File: src/rtl/prog_mem_pkg.sv
// Shared types and default sizes for the program-memory arbiter.
package prog_mem_pkg;

  localparam int ADDR_W_DEF     = 11;
  localparam int DATA_W_DEF     = 8;
  localparam int FETCH_AW_DEF   = 8;
  localparam int MAX_STREAK_DEF = 4;

  typedef enum logic [1:0] {
    UNLOCKED  = 2'd0,
    LOCK_PEND = 2'd1,
    LOCKED    = 2'd2
  } lock_state_t;

endpackage

File: src/rtl/prog_mem_arbiter_if.sv
// Fetch, loader and BRAM port-A signals of the program-memory arbiter.
import prog_mem_pkg::*;

interface prog_mem_arbiter_if #(
  parameter int ADDR_W   = ADDR_W_DEF,
  parameter int DATA_W   = DATA_W_DEF,
  parameter int FETCH_AW = FETCH_AW_DEF
);
  logic                f_req;
  logic [FETCH_AW-1:0] f_addr;
  logic                f_ack;
  logic                f_rvalid;
  logic [DATA_W-1:0]   f_rdata;

  logic                l_req;
  logic                l_we;
  logic [ADDR_W-1:0]   l_addr;
  logic [DATA_W-1:0]   l_wdata;
  logic                l_lock;
  logic                l_ack;
  logic                l_rvalid;
  logic [DATA_W-1:0]   l_rdata;

  logic [ADDR_W-1:0]   m_addr;
  logic                m_we;
  logic [DATA_W-1:0]   m_wdata;
  logic [DATA_W-1:0]   m_rdata;

  modport slave (
    input  f_req, f_addr, l_req, l_we, l_addr, l_wdata, l_lock, m_rdata,
    output f_ack, f_rvalid, f_rdata, l_ack, l_rvalid, l_rdata, m_addr, m_we, m_wdata
  );

  modport master (
    output f_req, f_addr, l_req, l_we, l_addr, l_wdata, l_lock, m_rdata,
    input  f_ack, f_rvalid, f_rdata, l_ack, l_rvalid, l_rdata, m_addr, m_we, m_wdata
  );
endinterface

File: src/rtl/prog_mem_lock_fsm.sv
// Loader lock state machine plus tracking of reads in flight.
//   state     | meaning
//   UNLOCKED  | normal arbitration between fetch and loader
//   LOCK_PEND | lock requested, waiting one cycle for the fetch read to land
//   LOCKED    | loader owns the memory, fetch stalled
import prog_mem_pkg::*;

module prog_mem_lock_fsm (
  input  logic        clk,
  input  logic        rst_n,
  input  logic        l_lock,
  input  logic        f_rd_issue,
  input  logic        l_rd_issue,
  output lock_state_t state,
  output logic        f_inflight,
  output logic        l_inflight
);

  lock_state_t state_next;

  always_ff @(posedge clk or negedge rst_n) begin
    if (!rst_n) begin
      state      <= UNLOCKED;
      f_inflight <= 1'b0;
      l_inflight <= 1'b0;
    end else begin
      state      <= state_next;
      f_inflight <= f_rd_issue;
      l_inflight <= l_rd_issue;
    end
  end

  always_comb begin
    state_next = state;
    unique case (state)
      UNLOCKED:  if (l_lock) state_next = f_inflight ? LOCK_PEND : LOCKED;
      LOCK_PEND: state_next = l_lock ? LOCKED : UNLOCKED;
      LOCKED:    if (!l_lock) state_next = UNLOCKED;
      default:   state_next = UNLOCKED;
    endcase
  end

endmodule

File: src/rtl/prog_mem_arbiter.sv
// Program BRAM port-A arbiter between CPU fetch and program loader.
// Optional fetch stall counter enabled by PROG_MEM_ARB_STALL_CNT_EN.
import prog_mem_pkg::*;

module prog_mem_arbiter #(
  parameter int ADDR_W     = ADDR_W_DEF,
  parameter int DATA_W     = DATA_W_DEF,
  parameter int FETCH_AW   = FETCH_AW_DEF,
  parameter int MAX_STREAK = MAX_STREAK_DEF
) (
  input  logic                clk,
  input  logic                rst_n,
  prog_mem_arbiter_if.slave   bus,
  output logic                locked,
  output logic [15:0]         stall_cnt
);

  localparam int STREAK_W = $clog2(MAX_STREAK + 1);

  lock_state_t         lock_state;
  logic                f_inflight;
  logic                l_inflight;
  logic                f_ack;
  logic                l_ack;
  logic [STREAK_W-1:0] streak;
  logic                streak_full;
  logic [DATA_W-1:0]   f_rdata_q;
  logic [DATA_W-1:0]   l_rdata_q;

  prog_mem_lock_fsm u_lock_fsm (
    .clk        (clk),
    .rst_n      (rst_n),
    .l_lock     (bus.l_lock),
    .f_rd_issue (f_ack),
    .l_rd_issue (l_ack && !bus.l_we),
    .state      (lock_state),
    .f_inflight (f_inflight),
    .l_inflight (l_inflight)
  );

  assign streak_full = (streak == STREAK_W'(MAX_STREAK));

  always_comb begin
    f_ack = 1'b0;
    l_ack = 1'b0;
    unique case (lock_state)
      UNLOCKED: begin
        f_ack = bus.f_req && !(bus.l_req && streak_full);
        l_ack = bus.l_req && !f_ack;
      end
      LOCKED:  l_ack = bus.l_req;
      default: ;
    endcase
  end

  assign bus.f_ack   = f_ack;
  assign bus.l_ack   = l_ack;
  assign bus.m_addr  = l_ack ? bus.l_addr : {{(ADDR_W-FETCH_AW){1'b0}}, bus.f_addr};
  assign bus.m_we    = l_ack && bus.l_we;
  assign bus.m_wdata = bus.l_wdata;

  // Streak only counts fetch wins that actually made the loader wait.
  always_ff @(posedge clk or negedge rst_n) begin
    if (!rst_n)                    streak <= '0;
    else if (!bus.l_req || l_ack)  streak <= '0;
    else if (f_ack && !streak_full) streak <= streak + 1'b1;
  end

  // BRAM data appears in the rvalid cycle; the register keeps it afterwards.
  always_ff @(posedge clk or negedge rst_n) begin
    if (!rst_n) begin
      f_rdata_q <= '0;
      l_rdata_q <= '0;
    end else begin
      if (f_inflight) f_rdata_q <= bus.m_rdata;
      if (l_inflight) l_rdata_q <= bus.m_rdata;
    end
  end

  assign bus.f_rvalid = f_inflight;
  assign bus.l_rvalid = l_inflight;
  assign bus.f_rdata  = f_inflight ? bus.m_rdata : f_rdata_q;
  assign bus.l_rdata  = l_inflight ? bus.m_rdata : l_rdata_q;
  assign locked       = (lock_state == LOCKED);

`ifdef PROG_MEM_ARB_STALL_CNT_EN
  always_ff @(posedge clk or negedge rst_n) begin
    if (!rst_n)
      stall_cnt <= '0;
    else if (bus.f_req && !f_ack && stall_cnt != 16'hFFFF)
      stall_cnt <= stall_cnt + 16'd1;
  end
`else
  assign stall_cnt = 16'd0;
`endif

endmodule

File: src/flat_wrapper.sv
// flat-port wrapper written by rule: the top's interface ports become plain ports
module prog_mem_arbiter_flat 
#(
  parameter int ADDR_W     = ADDR_W_DEF,
  parameter int DATA_W     = DATA_W_DEF,
  parameter int FETCH_AW   = FETCH_AW_DEF,
  parameter int MAX_STREAK = MAX_STREAK_DEF
)
  (clk, rst_n, locked, stall_cnt, bus_f_req, bus_f_addr, bus_l_req, bus_l_we, bus_l_addr, bus_l_wdata, bus_l_lock, bus_m_rdata, bus_f_ack, bus_f_rvalid, bus_f_rdata, bus_l_ack, bus_l_rvalid, bus_l_rdata, bus_m_addr, bus_m_we, bus_m_wdata);
  prog_mem_arbiter_if #(.ADDR_W(ADDR_W), .DATA_W(DATA_W), .FETCH_AW(FETCH_AW)) bus_i ();
  input  logic clk;
  input  logic rst_n;
  output logic locked;
  output logic [15:0] stall_cnt;
  input wire logic [$bits(bus_i.f_req)-1:0] bus_f_req;
  input wire logic [$bits(bus_i.f_addr)-1:0] bus_f_addr;
  input wire logic [$bits(bus_i.l_req)-1:0] bus_l_req;
  input wire logic [$bits(bus_i.l_we)-1:0] bus_l_we;
  input wire logic [$bits(bus_i.l_addr)-1:0] bus_l_addr;
  input wire logic [$bits(bus_i.l_wdata)-1:0] bus_l_wdata;
  input wire logic [$bits(bus_i.l_lock)-1:0] bus_l_lock;
  input wire logic [$bits(bus_i.m_rdata)-1:0] bus_m_rdata;
  output wire logic [$bits(bus_i.f_ack)-1:0] bus_f_ack;
  output wire logic [$bits(bus_i.f_rvalid)-1:0] bus_f_rvalid;
  output wire logic [$bits(bus_i.f_rdata)-1:0] bus_f_rdata;
  output wire logic [$bits(bus_i.l_ack)-1:0] bus_l_ack;
  output wire logic [$bits(bus_i.l_rvalid)-1:0] bus_l_rvalid;
  output wire logic [$bits(bus_i.l_rdata)-1:0] bus_l_rdata;
  output wire logic [$bits(bus_i.m_addr)-1:0] bus_m_addr;
  output wire logic [$bits(bus_i.m_we)-1:0] bus_m_we;
  output wire logic [$bits(bus_i.m_wdata)-1:0] bus_m_wdata;
  assign bus_i.f_req = bus_f_req;
  assign bus_i.f_addr = bus_f_addr;
  assign bus_i.l_req = bus_l_req;
  assign bus_i.l_we = bus_l_we;
  assign bus_i.l_addr = bus_l_addr;
  assign bus_i.l_wdata = bus_l_wdata;
  assign bus_i.l_lock = bus_l_lock;
  assign bus_i.m_rdata = bus_m_rdata;
  assign bus_f_ack = bus_i.f_ack;
  assign bus_f_rvalid = bus_i.f_rvalid;
  assign bus_f_rdata = bus_i.f_rdata;
  assign bus_l_ack = bus_i.l_ack;
  assign bus_l_rvalid = bus_i.l_rvalid;
  assign bus_l_rdata = bus_i.l_rdata;
  assign bus_m_addr = bus_i.m_addr;
  assign bus_m_we = bus_i.m_we;
  assign bus_m_wdata = bus_i.m_wdata;
  prog_mem_arbiter #(.ADDR_W(ADDR_W), .DATA_W(DATA_W), .FETCH_AW(FETCH_AW), .MAX_STREAK(MAX_STREAK)) u_core (.clk(clk), .rst_n(rst_n), .bus(bus_i), .locked(locked), .stall_cnt(stall_cnt));
endmodule
File: config.mk
export PLATFORM = sky130hd
export DESIGN_NAME = prog_mem_arbiter_flat
export DESIGN_NICKNAME = d
export VERILOG_FILES = /design/src/rtl/prog_mem_pkg.sv /design/src/rtl/prog_mem_arbiter_if.sv /design/src/rtl/prog_mem_lock_fsm.sv /design/src/rtl/prog_mem_arbiter.sv /design/src/flat_wrapper.sv
export SDC_FILE = /design/constraint.sdc
export NUM_CORES = 1
export LEC_CHECK = 0
export CORE_MARGIN = 2
export CORE_UTILIZATION = 30
export DETAILED_ROUTE_END_ITERATION = 6
export PLACE_DENSITY = 0.78
export SYNTH_ARGS = -nofsm -noshare
export SYNTH_HDL_FRONTEND = slang
export SYNTH_SLANG_ARGS = --single-unit
File: constraint.sdc
create_clock -name clk -period 1.93 [get_ports clk]
set_clock_uncertainty 0.05 [all_clocks]
set_input_delay 0.4825 -clock clk [delete_from_list [all_inputs] [get_ports clk]]
set_output_delay 0.4825 -clock clk [all_outputs]
set_load 0.05 [all_outputs]
### Word-level counts from Yosys, hierarchy flattened

Index checks and enable logic that the tools add are counted.

| cells by class | value |
|---|---|
| reductions and logical operators | 15 |
| $add $sub $neg | 1 |
| equal/unequal tests | 5 |
| muxes and demuxes | 12 |

Operator list:

| cell | number |
|---|---|
| $mux 8 | 2 |
| $mux 11 | 1 |
| $mux 2 | 4 |
| $logic_and 1x1->1 | 6 |
| $mux 3 | 2 |
| $pmux 2 s3 | 1 |
| $logic_not 1->1 | 5 |
| $ne 2x2->1 const B | 2 |
| $add 3x1->3 const B | 1 |
| $eq 3x3->1 const B | 1 |
| $eq 2x1->1 const B | 1 |
| $eq 2x2->1 const B | 1 |
| $logic_not 2->1 | 1 |
| $pmux 1 s2 | 1 |
| $reduce_and 2->1 | 1 |
| $reduce_bool 2->1 | 1 |
| $logic_or 1x1->1 | 1 |
| $mux 1 | 1 |

| storage, ports and cells | value |
|---|---|
| logic and storage cells | 39 |
| bits of input ports | 41 |
| bits in registers | 23 |

### Depth between registers and ports, before layout

| depth | value |
|---|---|
| depth after elaboration | 9 |
| gate-level depth with buffers | 6 |

### Cells and area by module

A second synthesis with hierarchy kept.

| second synthesis, totals | value |
|---|---|
| cells, all modules | 110 |
| area, all modules | 1303.8 um^2 |

By module, submodules not included:

| module | cells each | area an instance (um^2) | times used |
|---|---|---|---|
| prog_mem_arbiter | 101 | 1177.4 | 1 |
| prog_mem_lock_fsm | 9 | 126.4 | 1 |

### Worst setup path before layout

OpenSTA, ideal clock, no wires.

| timing | value |
|---|---|
| kind | input -> output |
| start | input bus_f_req |
| end | output bus_m_addr[10] |
| required time | 1397 ps |
| cell stages on the path | 4 |
| arrival time | 1690 ps |
| setup slack | -293 ps |
| path buffers | 1 |
| cells stage by stage | nor2b_2 -> a211oi_4 -> buf_6 -> and2_1 |

| on the way | value |
|---|---|
| word-level cells in the longest chain between the ends | 5 |

RTL lines:

| item | RTL line | RTL |
|---|---|---|
| start: declaration | flat_wrapper.sv:15 | `input wire logic [$bits(bus_i.f_req)-1:0] bus_f_req;` |
| $logic_and 1x1->1 | prog_mem_arbiter.sv:48 | `f_ack = bus.f_req && !(bus.l_req && streak_full);` |
| $logic_not 1->1 | prog_mem_arbiter.sv:49 | `l_ack = bus.l_req && !f_ack;` |
| $logic_and 1x1->1 | prog_mem_arbiter.sv:49 |  |
| $pmux 1 s2 | prog_mem_arbiter.sv:46 | `unique case (lock_state)` |
| via bus_l_ack | flat_wrapper.sv:26 | `output wire logic [$bits(bus_i.l_ack)-1:0] bus_l_ack;` |
| $mux 11 | prog_mem_arbiter.sv:58 | `assign bus.m_addr = l_ack ? bus.l_addr : {{(ADDR_W-FETCH_AW){1'b0}}, bus.f_addr};` |
| end: declaration | flat_wrapper.sv:29 | `output wire logic [$bits(bus_i.m_addr)-1:0] bus_m_addr;` |

The timed path passes the listed nets, and every way through them passes these cells.

### Worst setup path in the final report

| timing | value |
|---|---|
| start | register u_core.streak[0] |
| end | output bus_m_addr[1] |

| on the way | value |
|---|---|
| word-level cells in the longest chain between the ends | 8 |

RTL lines:

| item | RTL line | RTL |
|---|---|---|
| start: declaration | prog_mem_arbiter.sv:25 | `logic [STREAK_W-1:0] streak;` |
| start signal: assignment | prog_mem_arbiter.sv:66 | `else if (f_ack && !streak_full) streak <= streak + 1'b1;` |
| $eq 3x3->1 | prog_mem_arbiter.sv:41 | `assign streak_full = (streak == STREAK_W'(MAX_STREAK));` |
| $logic_and 1x1->1 | prog_mem_arbiter.sv:48 |  |
| $logic_not 1->1 | prog_mem_arbiter.sv:48 |  |
| $logic_and 1x1->1 | prog_mem_arbiter.sv:48 |  |
| $logic_not 1->1 | prog_mem_arbiter.sv:49 |  |
| $logic_and 1x1->1 | prog_mem_arbiter.sv:49 |  |
| $pmux 1 s2 | prog_mem_arbiter.sv:46 |  |
| $mux 11 | prog_mem_arbiter.sv:58 |  |

No other way between the ends.

==> results.tsv <==
metric	value	unit
core area	4030	um2
grt total ovfl	0	
# H-tree levels	1	
Final Cycle Share	125	%
post-route ant nets	0	
multi-input logic area	607	um2
Sw Pwr	0.898	mW
status	complete, but fails checks	
Num CTS Buffers	3	
Clock Sinks	23	
Ports	98	
Logic pwr share	60.6	%
placer congestion estimate	0.646	
DRC	0	
Worst VDD drop	0.347	mV
hpwl dp	2220	um
Synth Area per Inst	12.2	um2
Max Freq	415	MHz
number of fillers in the final layout	319	
sequential fraction of the synthesis area	45.5	%
Die H	69.0	um
Yosys cell types	22	
largest cells by area after synthesis	dfrtp_1 (45%), mux2_2 (18%), buf_4 (14%), mux2_4 (4.7%), and2_1 (2.0%)	
Die ar.	4760	um2
antenna violations before repair	0	
most common cell in the netlist	buf_4	
final core utilization	61.7	%
pins over their slew limit	0	
vias in the first global route	1031	
Vias	1040	
initial core utilization	31.4	%
top cells by count, synth	buf_4 (24), dfrtp_1 (23), mux2_2 (20)	
# port buffers	65	
Worst Slack Setup Final	-478	ps
register area	578	um2
Setup WS pre-CTS	-612	ps
failing checks	setup timing	
Mapped Area	1270	um2
leakage	1.13	nW
ratio of cells with drive above 1 in the final layout	53.2	%
Data arrival, critical path	1880	ps
asr flop ratio synth	100	%
Iter 0 DRT Violations	20	
clk_lat worst skew	260	ps
Worst Hold Margin	476	ps
CTS tree	yes	
routed wire length	3270	um
CP required	1400	ps
minimum clock period	2410	ps
antenna diode count	0	
DR pass1 iterations	4	
Synth top area share	45.5	%
min-delay worst type	flop to flop	
Placed Instance Area	2230	um2
nets@finish	230	
Syn-to-layout area delta	96.2	%
switching portion of total power	39.2	%
CP Launch Type	flop	
Max-Cap Viols	0	
Yosys reg bits	23	
first-pass GRT wire length	4690	um
YS warnings	0	
leading area contributor after synthesis	dfrtp_1	
row count	23	
Seq pwr share	26.6	%
hold_buf cts	0	
Critical Path End Type	output pin	
Routed wire per std cell	13.9	um
power per cell area	921	nW/um2
critical path class	flop to output pin	
GRT Total Usage	13.5	%
Internal Power	1.39	mW
setup TNS	-5590	ps
clock-pin transition on the worst setup and hold timing paths	80	ps
routed vias/inst	4.41	
Setup-failing EPs final	14	
Synth Instances	104	
worst-path fanout max	7	
CTS Root Cell	clkbuf_8	
clock share of power	12.8	%
Top FF cell, synth	dfrtp_1	
RSZ-0062 raised after global routing	yes	
Post-Layout Inst Area	2480	um2
Clock Tree Buf Depth	2	
largest net degree at the start of global routing	24	
Post-synth EDFFs	0	
die width	69.0	um
final hold vios	0	
==> power groups by stage <==
stage          clock (mW)  combinational [mW]  sequential [mW]
3_5_place_dp            0                1.30            0.622
5_1_grt             0.317                1.44            0.618
4_1_cts             0.295                1.37            0.610
6_report            0.292                1.39            0.609
3_3_place_gp            0                1.29            0.618
2_1_floorplan           0               0.739            0.616
==> timing repair <==
item,4_1_cts,5_1_grt
setup endpoints to repair,15,19
pin swaps,4,5
gates resized for setup,23,13
setup buffers,7,6
cloned,1,0
==> cell families after synthesis <==
logic type / Yosys count / share of synthesized area [%]
AOI/OAI and AO/OA: 7 / 4.64
adders and majority gates: 2 / 1.98
buffers and inverters: 31 / 16.9
DFF: 23 / 45.5
muxes: 24 / 22.5
other: 1 / 0.296
and+or+nand+nor: 16 / 8.20
==> cell type report <==
class	count	area share [%]
multi-input cells	65	24.4
flip-flops and latches	23	23.3
clock buffers	4	1.81
well taps	50	2.52
repair buffers	90	47.4
inverters	4	0.604
==> state kept, by name, indices dropped and copies added (netlist names) <==
register                      cells
u_core.f_rdata_q                  8
u_core.u_lock_fsm.state           2
u_core.u_lock_fsm.f_inflight      1
u_core.streak                     3
u_core.u_lock_fsm.l_inflight      1
u_core.l_rdata_q                  8
==> placed cells by master, fill, tap and decap left out, drive strengths merged <==
master	n
and2	4
mux2	24
ha	2
nor2b	3
nor4bb	1
nand4b	2
inv	4
nand4	2
o211a	1
nand2	4
clkbuf	4
clkdlybuf4s50	30
a21oi	3
a211oi	1
o21a	1
conb	16
buf	58
dlygate4sd2	2
dfrtp	23
a31oi	1
==> through the flow <==
step	total power, mW	instances
finish	2.29	236
global route	2.38	236
CTS	2.27	231
detailed placement	1.92	219
global placement	1.91	219
floorplan	1.35	119
==> critical path: stages (launching register included) <==
cell	delay, ps
dfrtp_1	400
inv_2	90
ha_4	140
nand2_4	50
a211oi_4	290
buf_12	180
mux2_4	320
buf_12	150
==> final timing paths <==
path	from	slack (ps)	cells after the start	endpoint
max	u_core.streak[0]	-480	7	bus_m_addr[1]
min	u_core.l_rdata_q[6]	480	1	u_core.l_rdata_q[6]
max reg2reg	u_core.streak[0]	410	6	u_core.streak[2]
min reg2reg	u_core.l_rdata_q[6]	480	1	u_core.l_rdata_q[6]
max in group asynchronous	rst_n	1050	2	u_core.u_lock_fsm.l_inflight
min in group asynchronous	rst_n	520	2	u_core.u_lock_fsm.state[1]
==> layer usage <==
| layer | global-route usage, % | vias up | wire [um] |
|---|---|---|---|
| li1 | - | 473 | - |
| met1 | 16.1 | 508 | 1260 |
| met2 | 22.7 | 57 | 1700 |
| met3 | 4.06 | 2 | 277 |
| met4 | 5.15 | 0 | 34 |
| met5 | 0 | - | 0 |
(Power assumes the default switching activity.)
